File: src/rtl/elevator_call_scheduler.sv
// Elevator call scheduler for a four-floor car.
// Latches hall and cab calls, moves one floor every MOVE_CYCLES clocks,
// opens the door for DOOR_CYCLES clocks at each served floor, and prefers
// the last travel direction when calls are pending on both sides.
// Optional feature: define ELEV_DOOR_HOLD_EN to add a door_hold input that
// freezes the door timer at its reload value while asserted.
module elevator_call_scheduler #(
   parameter int unsigned MOVE_CYCLES = 4,
   parameter int unsigned DOOR_CYCLES = 8
) (
   input  logic       clk,
   input  logic       reset,
`ifdef ELEV_DOOR_HOLD_EN
   input  logic       door_hold,
`endif
   input  logic [3:0] hall_req,
   input  logic [3:0] cab_req,
   output logic [1:0] floor,
   output logic       move_up,
   output logic       move_down,
   output logic       door_open,
   output logic [3:0] pending,
   output logic       idle
);

   typedef enum logic [1:0] {StIdle, StMoveUp, StMoveDown, StDoor} state_e;

   localparam logic [7:0] MoveLast = 8'(MOVE_CYCLES - 1);
   localparam logic [7:0] DoorLast = 8'(DOOR_CYCLES - 1);

   state_e     state_q, state_d;
   logic [1:0] floor_q, floor_d;
   logic [3:0] pending_q, pending_d;
   logic       last_up_q, last_up_d;
   logic [7:0] cnt_q, cnt_d;

   logic [3:0] served;
   logic [3:0] req_now;
   logic [3:0] here_hot;
   logic       going_up;
   logic       step_ok;
   logic [1:0] next_floor;
   logic [3:0] next_hot;
   logic       has_above, has_below, beyond;

   // Floors strictly above f; shifting past bit 3 drops out naturally.
   function automatic logic [3:0] above_of(input logic [1:0] f);
      return 4'b1110 << f;
   endfunction

   // Floors strictly below f.
   function automatic logic [3:0] below_of(input logic [1:0] f);
      return ~(above_of(f) | (4'b0001 << f));
   endfunction

   // Decode helpers for the current and the next floor.
   always_comb begin
      req_now    = hall_req | cab_req;
      here_hot   = 4'b0001 << floor_q;
      going_up   = (state_q == StMoveUp);
      step_ok    = going_up ? (floor_q != 2'd3) : (floor_q != 2'd0);
      next_floor = going_up ? floor_q + 2'd1 : floor_q - 2'd1;
      next_hot   = 4'b0001 << next_floor;
      has_above  = |(pending_q & above_of(floor_q));
      has_below  = |(pending_q & below_of(floor_q));
      beyond     = going_up ? |(pending_q & above_of(next_floor))
                            : |(pending_q & below_of(next_floor));
   end

   // Next-state, floor stepping, timers and call clearing.
   always_comb begin
      state_d   = state_q;
      floor_d   = floor_q;
      last_up_d = last_up_q;
      cnt_d     = cnt_q;
      served    = 4'b0000;
      unique case (state_q)
         StIdle: begin
            if (|(pending_q & here_hot)) begin
               state_d = StDoor;
               served  = here_hot;
               cnt_d   = 8'd0;
            end else if (has_above && (!has_below || last_up_q)) begin
               state_d   = StMoveUp;
               last_up_d = 1'b1;
               cnt_d     = 8'd0;
            end else if (has_below) begin
               state_d   = StMoveDown;
               last_up_d = 1'b0;
               cnt_d     = 8'd0;
            end
         end
         StMoveUp, StMoveDown: begin
            if (!step_ok) begin
               // Defensive only: the car never heads off the end of the shaft.
               state_d = StIdle;
               cnt_d   = 8'd0;
            end else if (cnt_q == MoveLast) begin
               floor_d = next_floor;
               cnt_d   = 8'd0;
               if (|(pending_q & next_hot)) begin
                  state_d = StDoor;
                  served  = next_hot;
               end else if (!beyond) begin
                  state_d = StIdle;
               end
            end else begin
               cnt_d = cnt_q + 8'd1;
            end
         end
         StDoor: begin
            // Calls for the open floor are absorbed and keep the door open.
            served = here_hot;
            if (|(req_now & here_hot)) begin
               cnt_d = 8'd0;
`ifdef ELEV_DOOR_HOLD_EN
            end else if (door_hold) begin
               cnt_d = 8'd0;
`endif
            end else if (cnt_q == DoorLast) begin
               state_d = StIdle;
               cnt_d   = 8'd0;
            end else begin
               cnt_d = cnt_q + 8'd1;
            end
         end
         default: begin
            state_d = StIdle;
            cnt_d   = 8'd0;
         end
      endcase
      pending_d = (pending_q | req_now) & ~served;
   end

   // State registers; reset aborts any move and drops every call.
   always_ff @(posedge clk or negedge reset) begin
      if (!reset) begin
         state_q   <= StIdle;
         floor_q   <= 2'd0;
         pending_q <= 4'b0000;
         last_up_q <= 1'b1;
         cnt_q     <= 8'd0;
      end else begin
         state_q   <= state_d;
         floor_q   <= floor_d;
         pending_q <= pending_d;
         last_up_q <= last_up_d;
         cnt_q     <= cnt_d;
      end
   end

   assign floor     = floor_q;
   assign pending   = pending_q;
   assign move_up   = (state_q == StMoveUp);
   assign move_down = (state_q == StMoveDown);
   assign door_open = (state_q == StDoor);
   assign idle      = (state_q == StIdle);

endmodule
File: config.mk
export PLATFORM = sky130hd
export DESIGN_NAME = elevator_call_scheduler
export DESIGN_NICKNAME = d
export VERILOG_FILES = /design/src/rtl/elevator_call_scheduler.sv
export SDC_FILE = /design/constraint.sdc
export NUM_CORES = 1
export LEC_CHECK = 0
export BUFFER_PORTS_ARGS = -buffer_cell sky130_fd_sc_hd__buf_2
export CORE_ASPECT_RATIO = 1.4
export CORE_UTILIZATION = 40
export DETAILED_ROUTE_END_ITERATION = 10
export HOLD_SLACK_MARGIN = 0.1
export PLACE_DENSITY_LB_ADDON = 0.25
export SYNTH_ARGS = -nofsm -noshare
export SYNTH_HDL_FRONTEND = slang
export SYNTH_SLANG_ARGS = --single-unit
File: constraint.sdc
create_clock -name clk -period 2.8 [get_ports clk]
set_input_delay 0.28 -clock clk [delete_from_list [all_inputs] [get_ports clk]]
set_output_delay 0.28 -clock clk [all_outputs]
set_load 0.01 [all_outputs]
Word level (Yosys, flattened, before mapping) --
Cells that the tools add are included.
Cells by class: add/subtract/negate cells 3, $mul 0, div/mod/pow operators 0, $lt $le $gt $ge 0, eq/ne operators 11, shift-type cells 4, mux-type cells 28, bitwise gates (word level) 16, reduce and logical (&&, ||, !) cells 17
Operator list (number):
- $mux 8 | 7
- $and 4x4->4 | 8
- $reduce_or 4->1 | 7
- $pmux 8 s3 | 1
- $mux 2 | 10
- $mux 4 | 4
- $or 4x4->4 | 4
- $not 4->4 | 3
- $pmux 4 s3 | 1
- $add 8x1->8 const B | 1
- $eq 8x2->1 const B | 1
- $eq 8x3->1 const B | 1
- $shl 1x2->4 const A | 2
- $shl 4x2->4 const A | 2
- $pmux 2 s3 | 1
- $reduce_and 3->1 | 2
- $reduce_and 5->1 | 1
- $eq 2x2->1 const B | 2
- $mux 1 | 4
- $ne 2x2->1 const B | 2
- $ne 4x1->1 const B | 1
- $ne 4x4->1 const B | 1
- $reduce_bool 2->1 | 2
- $ne 3x3->1 const B | 1
- other kinds (10) | 10
Storage, ports and cells: bits in registers 17, latch bits 0, bits in writable memories 0, bits in read-only memories 0, bits of input ports 10, output and inout bits 10, word-level logic and storage cells 84, memories kept 0

Logic depth before layout (Yosys ltp) --
Gate-level depths: netlist (run 1).
word-level depth 13, gate-level depth with buffers 12, gate-level depth less buffers 11

Least setup slack after synthesis (run 1) --
Ideal clock, no wire load.
path type register -> register, start point register state_q[1], end point register pending_q[1], in the netlist pending[1], setup time 99 ps, data arrival time 2404 ps, required time 2701 ps, path slack 297 ps, cell stages (with the launch flop) 13, path buffers 1, period minus slack after synthesis 2503 ps, path through dfrtp_1 inv_1 ha_1 buf_4 xnor2_1 inv_1 ha_1 a22o_1 a221oi_1 nor3_1 a22oi_1 nor2_1 a311oi_1
On the way: cells in the longest elaborated chain, start to end 11, elaborated cells on any way between the ends 16, classes of those cells 3 x eq/ne; 1 x shift; 6 x mux; 3 x bitwise; 3 x reduce/logical
Ends and longest elaborated chain:
- start, declared | line 31 | state_e state_q, state_d;
- start signal, assigned | line 138 | state_q <= StIdle;
- start signal, assigned | line 144 | state_q <= state_d;
- $eq 2x1->1 *
- net move_up | line 19 | output logic move_up,
- $mux 2 | line 62 | next_floor = going_up ? floor_q + 2'd1 : floor_q - 2'd1;
- $shl 1x2->4 | line 63 | next_hot = 4'b0001 << next_floor;
- $and 4x4->4 | line 101 | if (|(pending_q & next_hot)) begin
- $reduce_or 4->1 | line 101
- $mux 4 | line 101
- $mux 4 | line 98 | end else if (cnt_q == MoveLast) begin
- $mux 4 | line 94 | if (!step_ok) begin
- $pmux 4 s3 * | line 77 | unique case (state_q)
- $not 4->4 * | line 132 | pending_d = (pending_q | req_now) & ~served;
- $and 4x4->4 * | line 132
- net pending_d[1] | line 33 | logic [3:0] pending_q, pending_d;
- end signal, assigned | line 146 | pending_q <= pending_d;
- end, declared | line 33
Mark *: on every way through the listed nets, which the timed path passes. The rest lies on a longest branch. A chain may end at the register's enable or synchronous reset.

Worst setup path after layout (run 1) --
start point register state_q[1], end point register pending_q[1], in the netlist pending[1]
On the way: cells in the longest elaborated chain, start to end 11, elaborated cells on any way between the ends 16, classes of those cells 3 x eq/ne; 1 x shift; 6 x mux; 3 x bitwise; 3 x reduce/logical
Ends and longest elaborated chain (line):
- $eq 2x1->1 | 60, 77
- $mux 2 | 62
- $shl 1x2->4 | 63
- $and 4x4->4 | 101
- $reduce_or 4->1 | 101
- $mux 4 | 101
- $mux 4 | 98
- $mux 4 | 94
- $pmux 4 s3 * | 77
- $not 4->4 * | 132
- $and 4x4->4 * | 132
- net pending_d[1] | 33
Marks and branches as above.

==> out/metrics.yaml, run 1 <==
status:
  status: "complete, no violations"
die:
  die_w_um: 52.1
  die_height_um: 72.1
  core_um2: 3380
  die-area_um2: 3750
  num_io_pins: 20
  start_util_pct: 41.6
  row_count: 25
global_routing:
  grt_pass1_wl_mm: 5.72
  antenna_found_initial: 0
  grt_usage_pct: 20.1
  grt_overflow_total: 0
  grt_max_degree: 18
  first_global_vias: 1316
detailed_routing:
  firstDrtPassIters: 4
  vias: 1235
  antenna_left: 0
  drc: 0
  finalWirelength_mm: 3.31
  wl_per_cell_um: 15.1
  drtIter0Drc: 30
  via_per_inst: 5.61
sta:
  hold_violations: 0
  max_freq_ghz: 0.395
  setup_viol: 0
  slew_viol_final: 0
  tightestPinTransition_ns: 0.510
  fin_setup_tns_ns: 0
  hold_ws_ns: 0.349
  finClkSkew_ns: 0.00731
  relSlewSlack_pct: 66.0
  fin_crit_sh_pct: 90.5
  min_period_ns: 2.53
  rsz0062_at_grt: "false"
setup_path:
  crit_type: "reg -> reg"
  critPathMaxFanout: 4
  worstPathRequired_ns: 2.96
  arrival_ns: 2.70
  cp-start-kind: "flip-flop"
  endpoint_kind: "flip-flop"
clocking:
  path_clk_slew_ns: 0.08
  cts_inserted_buffers: 3
  clock-sinks: 17
  cts-root-buf: "clkbuf_8"
  cts_tree: "done"
  clk_latency_ns: 0.26
  clockBufferDepth: 2
  cts_max_level: 1
yosys:
  synth_cell_types: 50
  synthesis.area_um2: 1400
  yosysWarnings: 0
  yosysSeqAreaShare_pct: 30.4
  synth-edff-count: 0
  synth_cells: 156
  ys.flop_type: "dfrtp_1"
  synth_area_per_cell_um2: 9.00
  postSynth.asyncResetShare_pct: 100
  syn_nets: 176
  synth_seq_cells: 17
pwr:
  power_w: 0.00117
  power_density_nw_per_um2: 728
  p_leak_nw: 0.672
  power_frac_clock_pct: 16.5
  seqPwrFrac_pct: 28.8
  p_sw_share_pct: 43.7
  combPwrFrac_pct: 54.7
  cell_internal_pwr_w: 0.000657
  ir_worst_vdd_v: 0.000526
  power.switching_w: 0.000509
place:
  portBuffers: 19
  dp_hpwl_mm: 2.53
  gp_congestion: 0.826
final_layout:
  fillers: 338
  antennaDiodeCount: 0
  area_growth_pct: 14.1
  nNetsFinal: 201
  drive_above_1_share_pct: 25.0
job:
  max_cap_viol_count: 0
min_path:
  hp-class: "in -> reg"
==> placed cells by master, fill, tap and decap left out, types with 4 or more instances in the layout <==
cell / instances
nor3_1: 6
nand2_1: 15
inv_1: 9
ha_1: 10
buf_2: 19
nor2_1: 18
o21ai_0: 8
a22oi_1: 4
buf_4: 5
dfrtp_1: 16
o22ai_1: 4
a21oi_1: 11
nand3_1: 7
==> per-stage QoR <==
stage               instances  utilization, %  instance area [um^2]  setup slack (ns)
floorplan                 156               -                  1400             0.297
global placement          215            45.6                  1540             0.238
detailed placement        215            45.6                  1540             0.158
CTS                       220            47.2                  1600             0.145
global route              220            47.4                  1600             0.102
finish                    220            47.4                  1600             0.267
==> power by group through the flow <==
stage                     Sequential (W)  Combinational [W]  Clock, W
after floorplan                 0.000331           0.000472         0
after global placement          0.000337           0.000613         0
after detailed placement        0.000340           0.000628         0
after CTS                       0.000335           0.000631  0.000194
after global routing            0.000340           0.000707  0.000207
final                           0.000336           0.000637  0.000192
==> worst max-delay path, cell delays in order, from the launching register on <==
cell      delay [ns]
dfrtp_1         0.40
inv_1           0.09
ha_1            0.21
xnor2_1         0.28
inv_1           0.12
ha_1            0.21
a22o_1          0.19
a221oi_2        0.25
nor3_1          0.17
a22oi_1         0.22
nor2_1          0.06
a311oi_1        0.25
==> cells in the mapped netlist (2+ instances only) <==
library cell,count,area share [%]
nor2_1,18,4.8
dfrtp_1,16,29
nand2_1,15,4.0
a21oi_1,11,3.9
ha_1,10,8.9
inv_1,9,2.4
o21ai_0,8,2.9
nand3_1,7,2.5
nor3_1,6,2.1
a22oi_1,4,2.1
o22ai_1,4,1.8
mux2_2,3,2.4
a221oi_1,2,1.2
a311oi_1,2,1.2
buf_6,2,1.6
mux4_1,2,3.7
nand2b_1,2,0.89
o21a_1,2,1.1
xnor2_1,2,1.2
==> cells by family after synthesis <==
logic type	count (synthesis)	synth area share [%]
adders and majority gates	10	8.91
DFF	17	30.4
xor gates and xnor gates	2	1.25
buffers and inverters	15	6.06
muxes	5	6.15
and+or+nand+nor	63	25.5
AOI/OAI and AO/OA	44	21.7
==> final timing paths <==
path / startpoint / endpoint / slack, ns / depth (start not counted)
setup / recovery: state_q[1]$_DFFE_PN0P_ / pending[1]$_DFF_PN0_ / 0.27 / 11
setup reg to reg: state_q[1]$_DFFE_PN0P_ / pending[1]$_DFF_PN0_ / 0.27 / 11
hold reg to reg: cnt_q[1]$_DFFE_PN0P_ / cnt_q[1]$_DFFE_PN0P_ / 0.53 / 2
max in group asynchronous: reset / last_up_q$_DFFE_PN1P_ / 1.98 / 2
min in group asynchronous: reset / cnt_q[5]$_DFFE_PN0P_ / 0.48 / 2
hold / removal: hall_req[3] / pending[3]$_DFF_PN0_ / 0.35 / 3
==> cell type report <==
class | count | area [um^2] | area share [%]
multi-input combinational | 124 | 898 | 56.1
clock buffer | 3 | 41.3 | 2.58
clock inverter | 1 | 5.00 | 0.312
timing repair buffer | 25 | 143 | 8.91
inverter | 10 | 37.5 | 2.34
tap | 40 | 50.0 | 3.12
sequential | 17 | 427 | 26.6
==> what timing repair did <==
action | 4_1_cts | 5_1_grt
setup buffers | 0 | 0
endpoints found under the hold margin | 16 | 0
setup endpoints to repair | 0 | 3
hold buffers | 1 | 0
resized for setup | 0 | 1
==> state kept, by name (all words and copies together), names as in the netlist <==
signal and count:
pending 4, cnt_q 8, state_q 2, floor 2
last_up_q 1
==> routing by layer <==
layer  wire, um  track usage (%)  vias to the layer above  part of all wire, %
li1           -                -                      617                    -
met1       1410             22.0                      592                   43
met2       1780             36.6                       22                   54
met3         70             2.73                        4                  2.1
met4         51             9.91                        0                  1.5
met5          0                0                        -                    0
Power figures use the tool's default switching activity.
==> inputs of run 2 (changes only) <==
Settings changed: CORE_MARGIN set to 2.
==> out/metrics.yaml, run 2 (synthesis gave the netlist of run 1 again) <==
final_layout:
  nNetsFinal: 200
  fin_util_pct: 47.3
  top_register: "cnt_q"
  largest_register_ffs: 8
  fin_area_um2: 1600
  drive_above_1_share_pct: 24.6
  instances_no_fill: 219
  layout_common_cells: "buf_2, nor2_1, dfrtp_1, nand2_1, a21oi_1"
  area_growth_pct: 13.7
  layout.cells.most_common: "buf_2"
  antennaDiodeCount: 0
detailed_routing:
  finalWirelength_mm: 3.57
  wl_per_cell_um: 16.3
  firstDrtPassIters: 6
  drtIter0Drc: 24
  drc: 0
  via_per_inst: 5.87
  antenna_left: 0
  vias: 1286
job:
  max_cap_viol_count: 0
global_routing:
  grt_max_degree: 18
  grt_pass1_wl_mm: 5.84
  grt_overflow_total: 0
  antenna_found_initial: 0
  grt_usage_pct: 19.8
  first_global_vias: 1267
clocking:
  cts-root-buf: "clkbuf_8"
  postCtsSetupBuffers: 0
  cts_max_level: 1
  cts_inserted_buffers: 3
  clock-sinks: 17
  cts_tree: "done"
  clk_latency_ns: 0.26
  clockBufferDepth: 2
  path_clk_slew_ns: 0.07
setup_path:
  crit_type: "reg -> reg"
  crit_slowest_cell: "dfrtp_1"
  cp_top_family: "compound AO/OA/AOI/OAI gates"
  critPathMaxFanout: 4
  arrival_ns: 2.68
  cp_cell_sequence: "inv_1, ha_1, xnor2_1, inv_1, ha_1, a22o_1, a221oi_2, nor3_1, a22oi_1, nor2_1, a311oi_1"
  cp-start-kind: "flip-flop"
  slowest_delay_ns: 0.40
  critPathBufInv: 2
  endpoint_kind: "flip-flop"
  worstPathRequired_ns: 2.97
sta:
  max_freq_ghz: 0.398
  fin_setup_tns_ns: 0
  min_period_ns: 2.52
  tightestPinTransition_ns: 0.555
  setup_viol: 0
  hold_violations: 0
  fin_crit_sh_pct: 89.8
  rsz0062_at_grt: "false"
  hold_ws_ns: 0.350
  relSlewSlack_pct: 62.7
  finClkSkew_ns: 0.00557
  slew_viol_final: 0
status:
  status: "complete, no violations"
place:
  gp_congestion: 0.833
  place_inst: 214
  dp_hpwl_mm: 2.66
  placed_cell_area_um2: 1530
  portBuffers: 19
die:
  die_height_um: 74.1
  die-area_um2: 4010
  die_w_um: 54.1
  num_io_pins: 20
  row_count: 25
  start_util_pct: 41.6
  core_um2: 3380
pwr:
  p_leak_nw: 0.663
  ir_worst_vdd_v: 0.000449
  power_density_nw_per_um2: 738
min_path:
  hp-class: "in -> reg"
## run 2: power breakdown
part / total [W] / leakage (nW) / switching [W] / internal, W
clock network: 0.000194 / 0.0217 / 0.0000937 / 0.000100
registers: 0.000336 / 0.212 / 0.0000535 / 0.000283
logic: 0.000648 / 0.430 / 0.000376 / 0.000272
total: 0.00118 / 0.663 / 0.000523 / 0.000655
## run 2: worst paths after layout
check                      cells after the start                   start  slack [ns]                     to
min                                            3             hall_req[1]        0.35   pending[1]$_DFF_PN0_
max                                           11  state_q[1]$_DFFE_PN0P_        0.28   pending[1]$_DFF_PN0_
max reg2reg                                   11  state_q[1]$_DFFE_PN0P_        0.28   pending[1]$_DFF_PN0_
min reg2reg                                    2    cnt_q[1]$_DFFE_PN0P_        0.54   cnt_q[1]$_DFFE_PN0P_
min in group asynchronous                      2                   reset        0.48   cnt_q[0]$_DFFE_PN0P_
max in group asynchronous                      2                   reset        1.99  last_up_q$_DFFE_PN1P_
## run 2: final cells by class
| type | count | area (um^2) |
|---|---|---|
| sequential | 17 | 427 |
| inverter | 10 | 37.5 |
| multi-input combinational | 124 | 898 |
| clock buffer | 3 | 41.3 |
| tap | 40 | 50.0 |
| timing repair buffer | 24 | 135 |
| fill | 334 | 1780 |
| clock inverter | 1 | 7.51 |
## run 2: through the flow
| step | total power (W) | setup WS [ns] |
|---|---|---|
| global route | 0.00126 | 0.00512 |
| CTS | 0.00117 | 0.178 |
| floorplan | 0.000803 | 0.297 |
| detailed placement | 0.000972 | 0.199 |
| finish | 0.00118 | 0.285 |
| global placement | 0.000945 | 0.236 |
## run 2: tightest hold or removal path: stages
cell and delay (ns):
buf_2 0.11, nor3_1 0.13, a311oi_1 0.06
## run 2: metal layers
layer	share of wire (%)	global-route usage (%)	up-vias
met1	42	22.5	632
met2	53	36.6	40
met4	1.6	7.78	0
met3	3.1	2.01	5
met5	0	0	-
li1	-	-	609
## run 2: timing repair
item,4_1_cts,5_1_grt
hold buffers,1,0
gates resized for setup,0,1
hold endpoints to repair,16,0
setup endpoints to repair,0,2
==> inputs of run 3 (changes only) <==
Settings changed: CORE_UTILIZATION 40 to 35.
Clock period 2.8 ns to 2 ns, I/O delays scaled along.
==> out/metrics.yaml, run 3 (synthesis gave the netlist of run 1 again) <==
job:
  max_cap_viol_count: 0
sta:
  hold_ws_ns: 0.284
  setup_slack_ns: -0.238
  fin_crit_sh_pct: 112
  tightestPinTransition_ns: 0.445
  max_freq_ghz: 0.447
  slew_viol_final: 0
  fin_setup_tns_ns: -1.56
  setup_viol: 13
  min_period_ns: 2.24
  rsz0062_at_grt: "true"
  hold_violations: 0
  relSlewSlack_pct: 70.2
  finClkSkew_ns: 0.00199
global_routing:
  grt_pass1_wl_mm: 6.80
  grt_usage_pct: 19.3
  first_global_vias: 1458
  grt_overflow_total: 0
  use_met3_pct: 2.28
  grt_util_met2_pct: 36.3
  grt_max_degree: 18
  grt_busiest_layer: "met2"
  antenna_found_initial: 0
  use_met1_pct: 20.5
pwr:
  seqPwrFrac_pct: 19.2
  power_density_nw_per_um2: 1060
  combPwrFrac_pct: 68.3
  ir_worst_vdd_v: 0.000905
  cell_internal_pwr_w: 0.00131
  p_sw_share_pct: 42.3
  power.switching_w: 0.000963
  power_w: 0.00228
  power_frac_clock_pct: 12.5
  p_leak_nw: 0.896
setup_path:
  endpoint_kind: "flip-flop"
  slowest_delay_ns: 0.41
  critPathBufInv: 2
  cp-start-kind: "flip-flop"
  cp_top_family: "compound AO/OA/AOI/OAI gates"
  critPathMaxFanout: 3
  worstPathRequired_ns: 2.15
  crit_type: "reg -> reg"
  arrival_ns: 2.39
  cp_cell_sequence: "ha_4, xnor2_4, inv_2, ha_4, a22o_1, a221oi_2, buf_4, nor2_1, nor2_1, a21oi_1, mux2_4"
  crit_slowest_cell: "dfrtp_1"
die:
  core_um2: 3880
  row_count: 27
  num_io_pins: 20
  die_height_um: 78.9
  die_w_um: 57.5
  start_util_pct: 36.1
  die-area_um2: 4540
final_layout:
  layout.cells.most_common: "buf_4"
  antennaDiodeCount: 0
  fillers: 335
  layout_common_cells: "buf_4, buf_2, nor2_1, nand2_1, dfrtp_1"
  top_register: "cnt_q"
  drive_above_1_share_pct: 52.5
  nNetsFinal: 240
  area_growth_pct: 53.4
  largest_register_ffs: 8
detailed_routing:
  vias: 1454
  finalWirelength_mm: 4.31
  via_per_inst: 5.55
  drc: 0
  drtIter0Drc: 50
  antenna_left: 0
  firstDrtPassIters: 6
  wl_per_cell_um: 16.5
clocking:
  clock-sinks: 17
  path_clk_slew_ns: 0.08
  clockBufferDepth: 2
  cts-root-buf: "clkbuf_8"
  cts_max_level: 1
  cts_inserted_buffers: 3
  clk_latency_ns: 0.26
  cts_tree: "done"
place:
  gp_congestion: 0.914
  dp_slack_ns: -0.230
  portBuffers: 19
  dp_hpwl_mm: 3.08
min_path:
  hp-class: "in -> reg"
status:
  violations: "negative setup slack"
  status: "finished with violations"
[run 3: cell count changes in the layout (fill, tap and decap cells not counted), moves of 4 or more]
cell and change:
o22ai_2 +4, buf_4 +33, a21oi_1 -5, ha_1 -6, buf_6 +6, ha_4 +4, o22ai_1 -4
[run 3: through the flow]
stage          std cells  instance area [um^2]  utilization, %
2_1_floorplan        156                  1450               -
3_3_place_gp         243                  1780            45.7
3_5_place_dp         243                  1780            45.7
4_1_cts              257                  2010            51.9
5_1_grt              262                  2150            55.4
6_report             262                  2150            55.4
[run 3: area by class of cell]
| cell class | instances | area (um^2) | area share (%) |
|---|---|---|---|
| clock buffers | 3 | 41.3 | 1.92 |
| clock inverters | 1 | 7.51 | 0.349 |
| inverters | 10 | 37.5 | 1.74 |
| multi-input cells | 124 | 1110 | 51.8 |
| flip-flops and latches | 17 | 428 | 19.9 |
| well taps | 43 | 53.8 | 2.50 |
| repair buffers | 64 | 470 | 21.8 |
[run 3: repair_timing]
item                       4_1_cts  5_1_grt
hold buffers                     1        0
setup buffers                   10        5
hold endpoints to repair        16        0
pin swaps                        8       10
setup endpoints to repair       13       15
gates resized for setup         28       18
[run 3: path summary, 6_finish.rpt]
check / startpoint / endpoint / slack, ns / cells after the start
worst max-delay path: state_q[0]$_DFFE_PN0P_ / state_q[0]$_DFFE_PN0P_ / -0.24 / 11
worst min-delay path: hall_req[0] / pending[0]$_DFF_PN0_ / 0.28 / 3
worst max register to register: state_q[0]$_DFFE_PN0P_ / state_q[0]$_DFFE_PN0P_ / -0.24 / 11
worst min register to register: cnt_q[0]$_DFFE_PN0P_ / cnt_q[0]$_DFFE_PN0P_ / 0.54 / 1
max in group asynchronous: reset / last_up_q$_DFFE_PN1P_ / 1.28 / 2
min in group asynchronous: reset / cnt_q[3]$_DFFE_PN0P_ / 0.39 / 2
[run 3: routing by layer]
metal,wire [um],share of wire (%)
met1,1660,39
met2,2390,56
met3,119,2.8
met4,137,3.2
met5,0,0
[run 3: power by group through the flow]
stage          combinational, W  sequential, W  clock [W]
2_1_floorplan          0.000730       0.000471          0
6_report                0.00156       0.000437   0.000286
3_5_place_dp            0.00117       0.000441          0
5_1_grt                 0.00167       0.000444   0.000300
4_1_cts                 0.00145       0.000437   0.000296
3_3_place_gp            0.00114       0.000441          0
[run 3: tightest hold or removal path, stage by stage]
cell,delay [ns]
buf_2,0.10
nor3_1,0.13
a311oi_1,0.07
